[src/rtl/cordic_request_arbiter_if.sv]
// ---------------------------------------------------------------------------
// cordic_request_arbiter_if
//
// Bundles the handshake between the two theta requesters, the arbiter and the
// shared theta-to-dt_ticks CORDIC engine.
//
//   req0_valid_i / req0_theta_i / req0_ready_o  requester 0 request channel
//   req1_valid_i / req1_theta_i / req1_ready_o  requester 1 request channel
//   rsp0_valid_o, rsp1_valid_o                  one-cycle result pulses
//   rsp_data_o, rsp_timeout_o                   result data and abort flag
//   busy_o                                      arbiter not idle
//   theta_iteration_valid_o / theta_iteration_o theta towards the engine
//   dt_Ticks_valid_i / dt_Ticks_i               engine result
//   next_dt_Ticks_i                             engine ready for next theta
//
// Modports: slave = arbiter view, master = requesters + engine view.
// ---------------------------------------------------------------------------
interface cordic_request_arbiter_if #(
    parameter int THETA_W = 12,
    parameter int TICK_W  = 16
);
    logic               req0_valid_i;
    logic [THETA_W-1:0] req0_theta_i;
    logic               req0_ready_o;
    logic               req1_valid_i;
    logic [THETA_W-1:0] req1_theta_i;
    logic               req1_ready_o;
    logic               rsp0_valid_o;
    logic               rsp1_valid_o;
    logic [TICK_W-1:0]  rsp_data_o;
    logic               rsp_timeout_o;
    logic               busy_o;
    logic               theta_iteration_valid_o;
    logic [THETA_W-1:0] theta_iteration_o;
    logic               dt_Ticks_valid_i;
    logic               next_dt_Ticks_i;
    logic [TICK_W-1:0]  dt_Ticks_i;

    modport slave (
        input  req0_valid_i, req0_theta_i, req1_valid_i, req1_theta_i,
        input  dt_Ticks_valid_i, next_dt_Ticks_i, dt_Ticks_i,
        output req0_ready_o, req1_ready_o, rsp0_valid_o, rsp1_valid_o,
        output rsp_data_o, rsp_timeout_o, busy_o,
        output theta_iteration_valid_o, theta_iteration_o
    );

    modport master (
        output req0_valid_i, req0_theta_i, req1_valid_i, req1_theta_i,
        output dt_Ticks_valid_i, next_dt_Ticks_i, dt_Ticks_i,
        input  req0_ready_o, req1_ready_o, rsp0_valid_o, rsp1_valid_o,
        input  rsp_data_o, rsp_timeout_o, busy_o,
        input  theta_iteration_valid_o, theta_iteration_o
    );
endinterface

[src/rtl/cordic_request_arbiter.sv]
// ---------------------------------------------------------------------------
// cordic_request_arbiter
//
// Shares one theta-to-dt_ticks CORDIC engine between two requesters. Grants
// round-robin from IDLE, presents one theta at a time to the engine, routes
// the tick result back to the owner as a one-cycle pulse, and aborts through
// a watchdog if the engine stalls in either phase.
//
// Ports:
//   clk_i  system clock
//   rst_i  synchronous active-high reset
//   bus    cordic_request_arbiter_if.slave (requesters, responses, engine)
// ---------------------------------------------------------------------------
module cordic_request_arbiter #(
    parameter int THETA_W   = 12,
    parameter int TICK_W    = 16,
    parameter int TIMEOUT_P = 255
) (
    input  logic                          clk_i,
    input  logic                          rst_i,
    cordic_request_arbiter_if.slave       bus
);

    typedef enum logic [1:0] {
        IDLE       = 2'd0,
        ISSUE      = 2'd1,
        WAIT_READY = 2'd2
    } state_t;

    // Watchdog fires in the TIMEOUT_P-th cycle of a phase.
    localparam logic [7:0] WDOG_LIMIT = 8'(TIMEOUT_P - 1);

    state_t             state;
    logic               last_grant;
    logic               owner;
    logic [7:0]         wdog;
    logic               theta_valid;
    logic [THETA_W-1:0] theta_q;
    logic               rsp0_valid;
    logic               rsp1_valid;
    logic               rsp_timeout;
    logic [TICK_W-1:0]  rsp_data;

    logic               grant_any;
    logic               grant_sel;
    logic               wdog_expired;

    // Grant is combinational so the winner sees ready in the same IDLE cycle.
    // On a tie the requester that did not win last time is chosen.
    always_comb begin
        grant_any = 1'b0;
        grant_sel = 1'b0;
        if (state == IDLE) begin
            if (bus.req0_valid_i && bus.req1_valid_i) begin
                grant_any = 1'b1;
                grant_sel = ~last_grant;
            end else if (bus.req0_valid_i) begin
                grant_any = 1'b1;
                grant_sel = 1'b0;
            end else if (bus.req1_valid_i) begin
                grant_any = 1'b1;
                grant_sel = 1'b1;
            end
        end
    end

    assign wdog_expired = (wdog == WDOG_LIMIT);

    always_ff @(posedge clk_i) begin
        if (rst_i) begin
            state       <= IDLE;
            last_grant  <= 1'b1;
            owner       <= 1'b0;
            wdog        <= '0;
            theta_valid <= 1'b0;
            theta_q     <= '0;
            rsp0_valid  <= 1'b0;
            rsp1_valid  <= 1'b0;
            rsp_timeout <= 1'b0;
            rsp_data    <= '0;
        end else begin
            // Response strobes are single-cycle pulses.
            rsp0_valid  <= 1'b0;
            rsp1_valid  <= 1'b0;
            rsp_timeout <= 1'b0;
            case (state)
                IDLE: begin
                    if (grant_any) begin
                        theta_q     <= grant_sel ? bus.req1_theta_i : bus.req0_theta_i;
                        owner       <= grant_sel;
                        last_grant  <= grant_sel;
                        wdog        <= '0;
                        theta_valid <= 1'b1;
                        state       <= ISSUE;
                    end
                end
                ISSUE: begin
                    if (bus.dt_Ticks_valid_i) begin
                        rsp_data    <= bus.dt_Ticks_i;
                        rsp0_valid  <= ~owner;
                        rsp1_valid  <= owner;
                        theta_valid <= 1'b0;
                        wdog        <= '0;
                        // Engine may already be ready again: skip WAIT_READY.
                        state       <= bus.next_dt_Ticks_i ? IDLE : WAIT_READY;
                    end else if (wdog_expired) begin
                        rsp_data    <= '0;
                        rsp0_valid  <= ~owner;
                        rsp1_valid  <= owner;
                        rsp_timeout <= 1'b1;
                        theta_valid <= 1'b0;
                        wdog        <= '0;
                        state       <= IDLE;
                    end else begin
                        wdog <= wdog + 8'd1;
                    end
                end
                WAIT_READY: begin
                    // The result was already delivered, so an abort here is silent.
                    if (bus.next_dt_Ticks_i || wdog_expired) begin
                        wdog  <= '0;
                        state <= IDLE;
                    end else begin
                        wdog <= wdog + 8'd1;
                    end
                end
                default: begin
                    theta_valid <= 1'b0;
                    wdog        <= '0;
                    state       <= IDLE;
                end
            endcase
        end
    end

    assign bus.req0_ready_o            = grant_any & ~grant_sel;
    assign bus.req1_ready_o            = grant_any & grant_sel;
    assign bus.rsp0_valid_o            = rsp0_valid;
    assign bus.rsp1_valid_o            = rsp1_valid;
    assign bus.rsp_data_o              = rsp_data;
    assign bus.rsp_timeout_o           = rsp_timeout;
    assign bus.busy_o                  = (state != IDLE);
    assign bus.theta_iteration_valid_o = theta_valid;
    assign bus.theta_iteration_o       = theta_q;

endmodule

[src/flat_wrapper.sv]
// flat-port wrapper written by rule: the top's interface ports become plain ports
module cordic_request_arbiter_flat 
#(
    parameter int THETA_W   = 12,
    parameter int TICK_W    = 16,
    parameter int TIMEOUT_P = 255
)
  (clk_i, rst_i, bus_req0_valid_i, bus_req0_theta_i, bus_req1_valid_i, bus_req1_theta_i, bus_dt_Ticks_valid_i, bus_next_dt_Ticks_i, bus_dt_Ticks_i, bus_req0_ready_o, bus_req1_ready_o, bus_rsp0_valid_o, bus_rsp1_valid_o, bus_rsp_data_o, bus_rsp_timeout_o, bus_busy_o, bus_theta_iteration_valid_o, bus_theta_iteration_o);
  cordic_request_arbiter_if #(.THETA_W(THETA_W), .TICK_W(TICK_W)) bus_i ();
  input  logic clk_i;
  input  logic rst_i;
  input wire logic [$bits(bus_i.req0_valid_i)-1:0] bus_req0_valid_i;
  input wire logic [$bits(bus_i.req0_theta_i)-1:0] bus_req0_theta_i;
  input wire logic [$bits(bus_i.req1_valid_i)-1:0] bus_req1_valid_i;
  input wire logic [$bits(bus_i.req1_theta_i)-1:0] bus_req1_theta_i;
  input wire logic [$bits(bus_i.dt_Ticks_valid_i)-1:0] bus_dt_Ticks_valid_i;
  input wire logic [$bits(bus_i.next_dt_Ticks_i)-1:0] bus_next_dt_Ticks_i;
  input wire logic [$bits(bus_i.dt_Ticks_i)-1:0] bus_dt_Ticks_i;
  output wire logic [$bits(bus_i.req0_ready_o)-1:0] bus_req0_ready_o;
  output wire logic [$bits(bus_i.req1_ready_o)-1:0] bus_req1_ready_o;
  output wire logic [$bits(bus_i.rsp0_valid_o)-1:0] bus_rsp0_valid_o;
  output wire logic [$bits(bus_i.rsp1_valid_o)-1:0] bus_rsp1_valid_o;
  output wire logic [$bits(bus_i.rsp_data_o)-1:0] bus_rsp_data_o;
  output wire logic [$bits(bus_i.rsp_timeout_o)-1:0] bus_rsp_timeout_o;
  output wire logic [$bits(bus_i.busy_o)-1:0] bus_busy_o;
  output wire logic [$bits(bus_i.theta_iteration_valid_o)-1:0] bus_theta_iteration_valid_o;
  output wire logic [$bits(bus_i.theta_iteration_o)-1:0] bus_theta_iteration_o;
  assign bus_i.req0_valid_i = bus_req0_valid_i;
  assign bus_i.req0_theta_i = bus_req0_theta_i;
  assign bus_i.req1_valid_i = bus_req1_valid_i;
  assign bus_i.req1_theta_i = bus_req1_theta_i;
  assign bus_i.dt_Ticks_valid_i = bus_dt_Ticks_valid_i;
  assign bus_i.next_dt_Ticks_i = bus_next_dt_Ticks_i;
  assign bus_i.dt_Ticks_i = bus_dt_Ticks_i;
  assign bus_req0_ready_o = bus_i.req0_ready_o;
  assign bus_req1_ready_o = bus_i.req1_ready_o;
  assign bus_rsp0_valid_o = bus_i.rsp0_valid_o;
  assign bus_rsp1_valid_o = bus_i.rsp1_valid_o;
  assign bus_rsp_data_o = bus_i.rsp_data_o;
  assign bus_rsp_timeout_o = bus_i.rsp_timeout_o;
  assign bus_busy_o = bus_i.busy_o;
  assign bus_theta_iteration_valid_o = bus_i.theta_iteration_valid_o;
  assign bus_theta_iteration_o = bus_i.theta_iteration_o;
  cordic_request_arbiter #(.THETA_W(THETA_W), .TICK_W(TICK_W), .TIMEOUT_P(TIMEOUT_P)) u_core (.clk_i(clk_i), .rst_i(rst_i), .bus(bus_i));
endmodule
[config.mk]
export PLATFORM = sky130hd
export DESIGN_NAME = cordic_request_arbiter_flat
export DESIGN_NICKNAME = d
export VERILOG_FILES = /design/src/rtl/cordic_request_arbiter_if.sv /design/src/rtl/cordic_request_arbiter.sv /design/src/flat_wrapper.sv
export SDC_FILE = /design/constraint.sdc
export NUM_CORES = 1
export LEC_CHECK = 0
export CELL_PAD_IN_SITES_DETAIL_PLACEMENT = 1
export CELL_PAD_IN_SITES_GLOBAL_PLACEMENT = 1
export CORE_UTILIZATION = 30
export DETAILED_ROUTE_END_ITERATION = 16
export PLACE_DENSITY = 0.75
export SLEW_MARGIN = 20
export SYNTH_ARGS = -nofsm -noshare
export SYNTH_HDL_FRONTEND = slang
export SYNTH_SLANG_ARGS = --single-unit
[constraint.sdc]
create_clock -name clk_i -period 2.17 [get_ports clk_i]
set_input_delay 0.5425 -clock clk_i [delete_from_list [all_inputs] [get_ports clk_i]]
set_output_delay 0.5425 -clock clk_i [all_outputs]
set_load 0.005 [all_outputs]
# After elaboration in Yosys (flattened, before gate mapping)
# Index checks and enable logic that the tools add are counted.
# word_totals
regBits	44
inputBits	46
out_inout_bits	35
elab_cells	65
# classes
addsub	1
n_eq_ne	6
muxes	30
bitwise	7
n_reduce_logical	11
# ops
op	count
16-bit two-way mux	2
8-bit two-way mux	4
8-bit case mux with 3 select lines	1
1-bit two-way mux	15
12-bit two-way mux	1
2-bit two-way mux	5
8-bit by 1-bit adder with 8-bit output (second input constant)	1
8-bit equality test (second input constant)	1
2-bit case mux with 3 select lines	1
3-bit AND reduction	2
1-bit inverter	5
2-bit by 1-bit != test with 1-bit output (second input constant)	2
2-bit AND reduction	2
2-bit nonzero test	2
3-bit by 2-bit != test with 1-bit output (second input constant)	1
1-bit case mux with 3 select lines	1
3-bit OR reduction	1
1-bit bitwise AND	2
2-bit by 1-bit equality test with 1-bit output (second input constant)	1
2-bit equality test (second input constant)	1
2-bit zero test	1
2-bit OR reduction	1
1-bit logical AND	1
1-bit logical OR	1

# Longest topological paths before layout
# Gate-level depths: netlist (run 1).
# logic_depth
depth_word	6
mapped_depth	7
mapped_depth_nobuf	6

# Least setup slack after synthesis (run 1)
# Ideal clock, no wire load.
# synth_path
path_type	reg2out
start	reg u_core.state[1]
end	out bus_req0_ready_o
arrival_ns	1.126
t_required_ns	1.627
setup_slack_ns	0.501
stages_incl_launch_ff	7
path_buffers	1
path_cell_list	dfxtp_1 -> inv_1 -> ha_1 -> nand2_2 -> a21oi_4 -> buf_12 -> nor2_1
# synth_between
elab_chain_len	4
word_cells_on_any_way	5
classes_between	mux (2); bitwise (2); reduce/logical (1)
# synth_rtl
item	line	text
from (decl)	cordic_request_arbiter.sv:33	state_t state;
from (signal assigned)	cordic_request_arbiter.sv:105	state <= bus.next_dt_Ticks_i ? IDLE : WAIT_READY;
2-bit zero test (*)	cordic_request_arbiter.sv:53	if (state == IDLE) begin
1-bit two-way mux	cordic_request_arbiter.sv:53	
1-bit inverter	cordic_request_arbiter.sv:136	assign bus.req0_ready_o = grant_any & ~grant_sel;
1-bit bitwise AND (*)	cordic_request_arbiter.sv:136	
to (decl)	flat_wrapper.sv:19	output wire logic [$bits(bus_i.req0_ready_o)-1:0] bus_req0_ready_o;
# Every way passes the cells marked *; elsewhere a longest branch is shown, timed or not.

# Worst setup path after layout (run 1)
# layout_path
start	reg u_core.state[1]
end	out bus_busy_o
# layout_between
elab_chain_len	1
# layout_rtl
item	line	text
2-bit nonzero test	cordic_request_arbiter.sv:142	assign bus.busy_o = (state != IDLE);
to (decl)	flat_wrapper.sv:25	output wire logic [$bits(bus_i.busy_o)-1:0] bus_busy_o;
# Every way passes these cells.

==> metrics.txt, run 1 <==
count leader, synth dfxtp_1; Die X 80.33 um; max-cap violation count 0; period utilization ~90%; Fin. Hold Viols 0; Ant. Diodes 0; syn nets 232; fin area between 0.002 and 0.003 mm2; most used cell along the critical path inv_2; total die area 0.006452 mm2; crit-path cells inv_2, ha_4, inv_2, clkdlybuf4s50_1; Comb pwr share a little over a fifth; slew of the pin with the lowest slew margin roughly 760 ps; total track usage 15.98%; Final nets 320; CP Launch Type flip-flop; Synth Cell Area between 0.0015 and 0.002 mm2; Power Internal between 1.5 and 2 mW; drt via density around 4.9; share of flip-flops with an asynchronous set or reset 0%; Die Ht between 80 and 90 um; routed wire length 4.826 mm; 1st-iter DRT viols 28; I/O pin cnt ~80; CTS tree done; Max clock buf depth 2; number of buffers created by CTS 5; Crit Path Max Fanout 5; endpoints failing setup 0; Pwr Density 685.0 mW/mm2; Seq pwr share between 40% and 50%; area share of the leading cell type in the synthesized netlist a little under half; largest net degree at the start of global routing 26; Net Sw Power 0.4818 mW; core region area 0.005921 mm2; crit path kind flip-flop to output pin; HPWL after DPL between 3 and 4 mm; layout cells sized above 1 between 10 and 15%; post-synthesis cell type count 40; Rows 28; Max transition margin 49.54%; status completed; Peak VDD IR around 0.35 mV; CTS HTree Levels 2; placed inst area 0.002766 mm2; Buffers on Ports 80; CP max-delay cell clkdlybuf4s50_1; vias in the first global route 1692; RSZ-0062 raised after global routing no; post-synthesis cell type with the largest combined area dfxtp_1; Hold/Removal Path Class flip-flop to flip-flop; clk slew on worst S/H paths approximately 90 ps; power share of the clock group 33.0%; Pleak around 1.1 nW; Area growth, synth to finish 57.44%; total clock sinks 44; Switching Share around 24%; critical path required time roughly 1600 ps; Critical Path Max Stage Delay around 500 ps; syn_area_per_cell about 10 um2; Syn Inst Count between 150 and 200; Fin Clk Skew roughly 8.6 ps; commonest register cell after synthesis dfxtp_1; TritonRoute pass-1 iters 4; Worst Setup End Kind output pin; min cycle time layout approximately 2000 ps; Final ANT Viol Nets 0; GPL Wtd Cong between 0.8 and 0.9; clock root cell clkbuf_8; top post-synthesis cells by count dfxtp_1, nor2_1, a22o_1, a211oi_1, mux2i_1; fmax around 500 MHz; via count between 1500 and 2000; r2r setup slk around 330 ps; #FFs+latches synth 44; Slew Viols, Final 0; DRC 0; Area contributors post-synth dfxtp_1, a22o_1, mux2i_1; Arr. time, crit path 1470 ps; Tot Pwr 1.985 mW; global-route wire length before repair 7.845 mm; Initial Util about 31%; warnings from Yosys 0; register area share after synthesis between 40% and 50%; latest clock arrival within the worst-skew pair approximately 290 ps; Post-synth EDFFs 0; WL/cell 13.99 um; initial antenna violation count 0; Overflow after GRT 0
-- registers in the layout, indices dropped and copies added, names as in the netlist --
| name | flops |
|---|---|
| u_core.state | 2 |
| u_core.bus.theta_iteration_o | 12 |
| u_core.wdog | 8 |
| u_core.bus.theta_iteration_valid_o | 1 |
| u_core.bus.rsp_timeout_o | 1 |
| u_core.bus.rsp_data_o | 16 |
| u_core.last_grant | 1 |
| u_core.owner | 1 |
| u_core.bus.rsp0_valid_o | 1 |
| u_core.bus.rsp1_valid_o | 1 |
-- cell families after synthesis --
kind of cell / after synthesis / synth area share (%)
AND/OR/NAND/NOR: 52 / 14.41
AO/OA/AOI/OAI: 48 / 20.94
flip-flops: 44 / 47.86
buffers and inverters: 15 / 4.487
multiplexers: 12 / 6.526
XOR/XNOR: 5 / 2.379
adder cells (fa/ha/maj): 5 / 3.399
-- placed cells by master (no fill, tap or decap), types with 2 or more instances in the layout --
master	n
dfxtp_1	43
nor4_1	2
inv_2	3
a22o_1	16
mux2i_1	12
xor2_1	5
inv_1	2
and2_1	2
nand4_1	4
nor3_1	5
ha_1	4
o21ai_0	3
a21oi_1	6
nand3_1	4
dlygate4sd2_1	3
nand2b_1	3
nand2_1	5
clkdlybuf4s50_1	76
nor2_1	19
clkbuf_8	6
a211oi_1	12
buf_4	10
-- metal layers --
layer	vias up	GRT usage (%)	share of wire, %
met5	-	0	0
met1	787	17.75	42
met2	54	28.55	49
met3	4	4.773	6.6
li1	837	-	-
met4	0	5.893	1.5
-- through the flow --
step	hold slack, ps	utilization [%]	setup TNS [ps]	setup WS, ps	std cells
finish	456.1	48.94	0	160.0	345
global route	463.0	48.94	0	106.3	345
CTS	459.3	48.94	0	134.7	345
detailed placement	427.9	46.72	-1054	-318.6	337
global placement	424.8	46.72	-834.9	-292.7	337
floorplan	402.9	-	0	501.3	181
-- worst max-delay path: cells and delay by family, from the launching register on --
kind / cells / cell delay (ps)
adder cells (fa/ha/maj): 1 / 180
buffers and inverters: 3 / 640
flip-flops: 1 / 360
-- area by class of cell --
class / count / area (um2)
clock inverters: 2 / 38.79
flip-flops and latches: 44 / 882.1
fillers: 661 / 3023
inverters: 5 / 18.77
well taps: 75 / 93.84
clock buffers: 6 / 82.58
multi-input cells: 122 / 889.6
repair buffers: 91 / 892.1
-- power groups by stage --
stage	sequential [mW]	combinational (mW)	clock [mW]
final	0.893	0.436	0.656
after global routing	0.901	0.477	0.717
after CTS	0.894	0.445	0.679
after detailed placement	0.912	0.439	0
after global placement	0.909	0.432	0
after floorplan	0.914	0.179	0
-- final timing paths --
path              cells past startpoint                         to       startpoint
hold reg to reg                       1    u_core.bus.rsp0_valid_o     u_core.owner
setup / recovery                      4                 bus_busy_o  u_core.state[1]
setup reg to reg                      6  u_core.bus.rsp_data_o[10]   u_core.wdog[0]
hold / removal                        1    u_core.bus.rsp0_valid_o     u_core.owner
-- what timing repair did --
item	4_1_cts	5_1_grt
resized for setup	11	0
setup endpoints to repair	3	0
setup buffers	0	0
hold buffers	0	0
Power figures use the tool's default switching activity.
==> run 2: changes to the inputs <==
--- a/config.mk
+++ b/config.mk
@@ -7,6 +7,7 @@
 export LEC_CHECK = 0
 export CELL_PAD_IN_SITES_DETAIL_PLACEMENT = 1
 export CELL_PAD_IN_SITES_GLOBAL_PLACEMENT = 1
+export CORE_MARGIN = 10
 export CORE_UTILIZATION = 30
 export DETAILED_ROUTE_END_ITERATION = 16
 export PLACE_DENSITY = 0.75
==> run 2 against run 1 <==
Effect of this change: core utilization shrank 0.81 points; largest power group unchanged; clock skew is essentially flat; via count is the same; setup slack lost 75 ps; non-clock buffer count shrank 1; sequential share of layout area grew 0.29 points; first-iteration DRC count grew 18%; clock power shrank 5.3%.
==> metrics.txt, run 2 (synthesis gave the netlist of run 1 again) <==
Buffers on Ports 80 (unchanged); endpoints failing setup 0 (unchanged); hold depth 1 (unchanged); crit path kind flip-flop to output pin; Finished Layout Cells 344 (-0.29%); Max clock buf depth 2 (unchanged); latest clock arrival within the worst-skew pair 300 ps (about the same); final core utilization 48.13% (-0.81 points); Initial Util 30.90% (-0.18 points); I/O pin cnt 81 (unchanged); M1 WL 2.469 mm (+21%); top sig layer met4; Area growth, synth to finish 55.74%; Peak VDD IR 0.2687 mV (-23%); global-route wire length before repair 8.956 mm (+14%); metal2 WL 2.538 mm (+6.3%); FF-to-FF path depth 6 (unchanged); r2r setup slk 350 ps (+20 ps); total track usage 11.14% (-4.8 points); WL/cell 16.24 um (+16%); Die Ht 98.33 um (+22%); max-cap violation count 0 (unchanged); Overflow after GRT 0 (unchanged); Max transition margin 50.29% (+0.74 points); CTS tree done; drt via density 4.890 (+0.29%); placed inst area 0.002759 mm2 (-0.27%); wire length on met3 486 um (+53%); Die X 98.33 um (+22%); TNS Setup 0 ps (unchanged); Pleak 1.090 nW (+0.23%); status completed; clk slew on worst S/H paths 80 ps (about the same); 1st-iter DRT viols 33 (+18%); filler cell count 676 (+2.3%); routed wire length 5.587 mm (+16%); slew of the pin with the lowest slew margin 745.7 ps (-11.12 ps); TritonRoute pass-1 iters 3 (-1); total die area 0.009668 mm2 (+50%); Placed Cells 336 (-0.30%); most common cell after layout, fill and taps aside clkdlybuf4s50_1; via count 1682 (unchanged); pre-CTS setup slack -334.6 ps (-15.95 ps); Final Hold Slack 453.6 ps (-2.526 ps); final setup margin 84.57 ps (-75.46 ps); CTS HTree Levels 2 (unchanged); commonest non-fill, non-tap cells in the layout clkdlybuf4s50_1, dfxtp_1, nor2_1; Rows 28 (unchanged); initial antenna violation count 0 (unchanged); Largest register FFs 16 (unchanged); HPWL after DPL 4.452 mm (+20%); clock root cell clkbuf_8; largest net degree at the start of global routing 25 (-3.8%); Ant. Diodes 0 (unchanged); Hold/Removal Path Class flip-flop to flip-flop; fin area 0.002867 mm2 (-1.1%); Pwr Density 678.1 mW/mm2 (-1.0%); Worst Setup End Kind output pin; period utilization 96.10% (+3.5 points); critical path required time 1630 ps (about the same); core region area 0.005956 mm2 (+0.59%); Crit Path Max Fanout 5 (unchanged); CP Launch Type flip-flop; Fin Clk Skew 8.727 ps (+0.1210 ps); Final nets 319 (-0.31%); layout cells sized above 1 10.04% (-2.2 points); Tot Pwr 1.944 mW (-2.1%); DRC 0 (unchanged); number of buffers created by CTS 5 (unchanged); Fin. Hold Viols 0 (unchanged); total clock sinks 44 (unchanged); fmax 479.5 MHz (-3.6%); min cycle time layout 2085 ps (+75.46 ps); vias in the first global route 1795 (+6.1%); RSZ-0062 raised after global routing no; Final ANT Viol Nets 0 (unchanged); Slew Viols, Final 0 (unchanged); GPL Wtd Cong 0.7690 (-5.3%); Arr. time, crit path 1540 ps (+70 ps)
-- run 2: where the power goes --
part	switching (mW)	internal [mW]
clock network	0.279	0.342
registers	0.0303	0.863
logic	0.174	0.257
-- run 2: worst max-delay path: stages (launching register included) --
cell           delay (ps)
dfxtp_1               320
inv_1                  90
ha_2                  240
nand2_2                80
a21oi_4               170
nor2_1                 60
dlygate4sd2_1         290
-- run 2: layout make-up --
type,instances,area [um2],area share [%]
clock inverters,2,35.03,1.222
multi-input cells,122,879.6,30.69
clock buffers,6,72.57,2.532
well taps,75,93.84,3.274
flip-flops and latches,44,880.8,30.73
inverters,5,18.77,0.6547
repair buffers,90,885.9,30.90
-- run 2: metal layers --
| layer | global-route usage [%] | vias to the layer above |
|---|---|---|
| met5 | 0 | - |
| li1 | - | 839 |
| met1 | 12.57 | 778 |
| met4 | 4.631 | 0 |
| met2 | 18.00 | 58 |
| met3 | 4.792 | 7 |
-- run 2: path summary, 6_finish.rpt --
| check | endpoint | start |
|---|---|---|
| max reg2reg | u_core.bus.rsp_data_o[10] | u_core.wdog[0] |
| min | u_core.bus.rsp0_valid_o | u_core.owner |
| min reg2reg | u_core.bus.rsp0_valid_o | u_core.owner |
| max | bus_req0_ready_o | u_core.state[1] |
-- run 2: what timing repair did --
action,CTS,global route
setup buffers,0,0
hold buffers,0,0
gates resized for setup,5,1
setup endpoints to repair,3,1
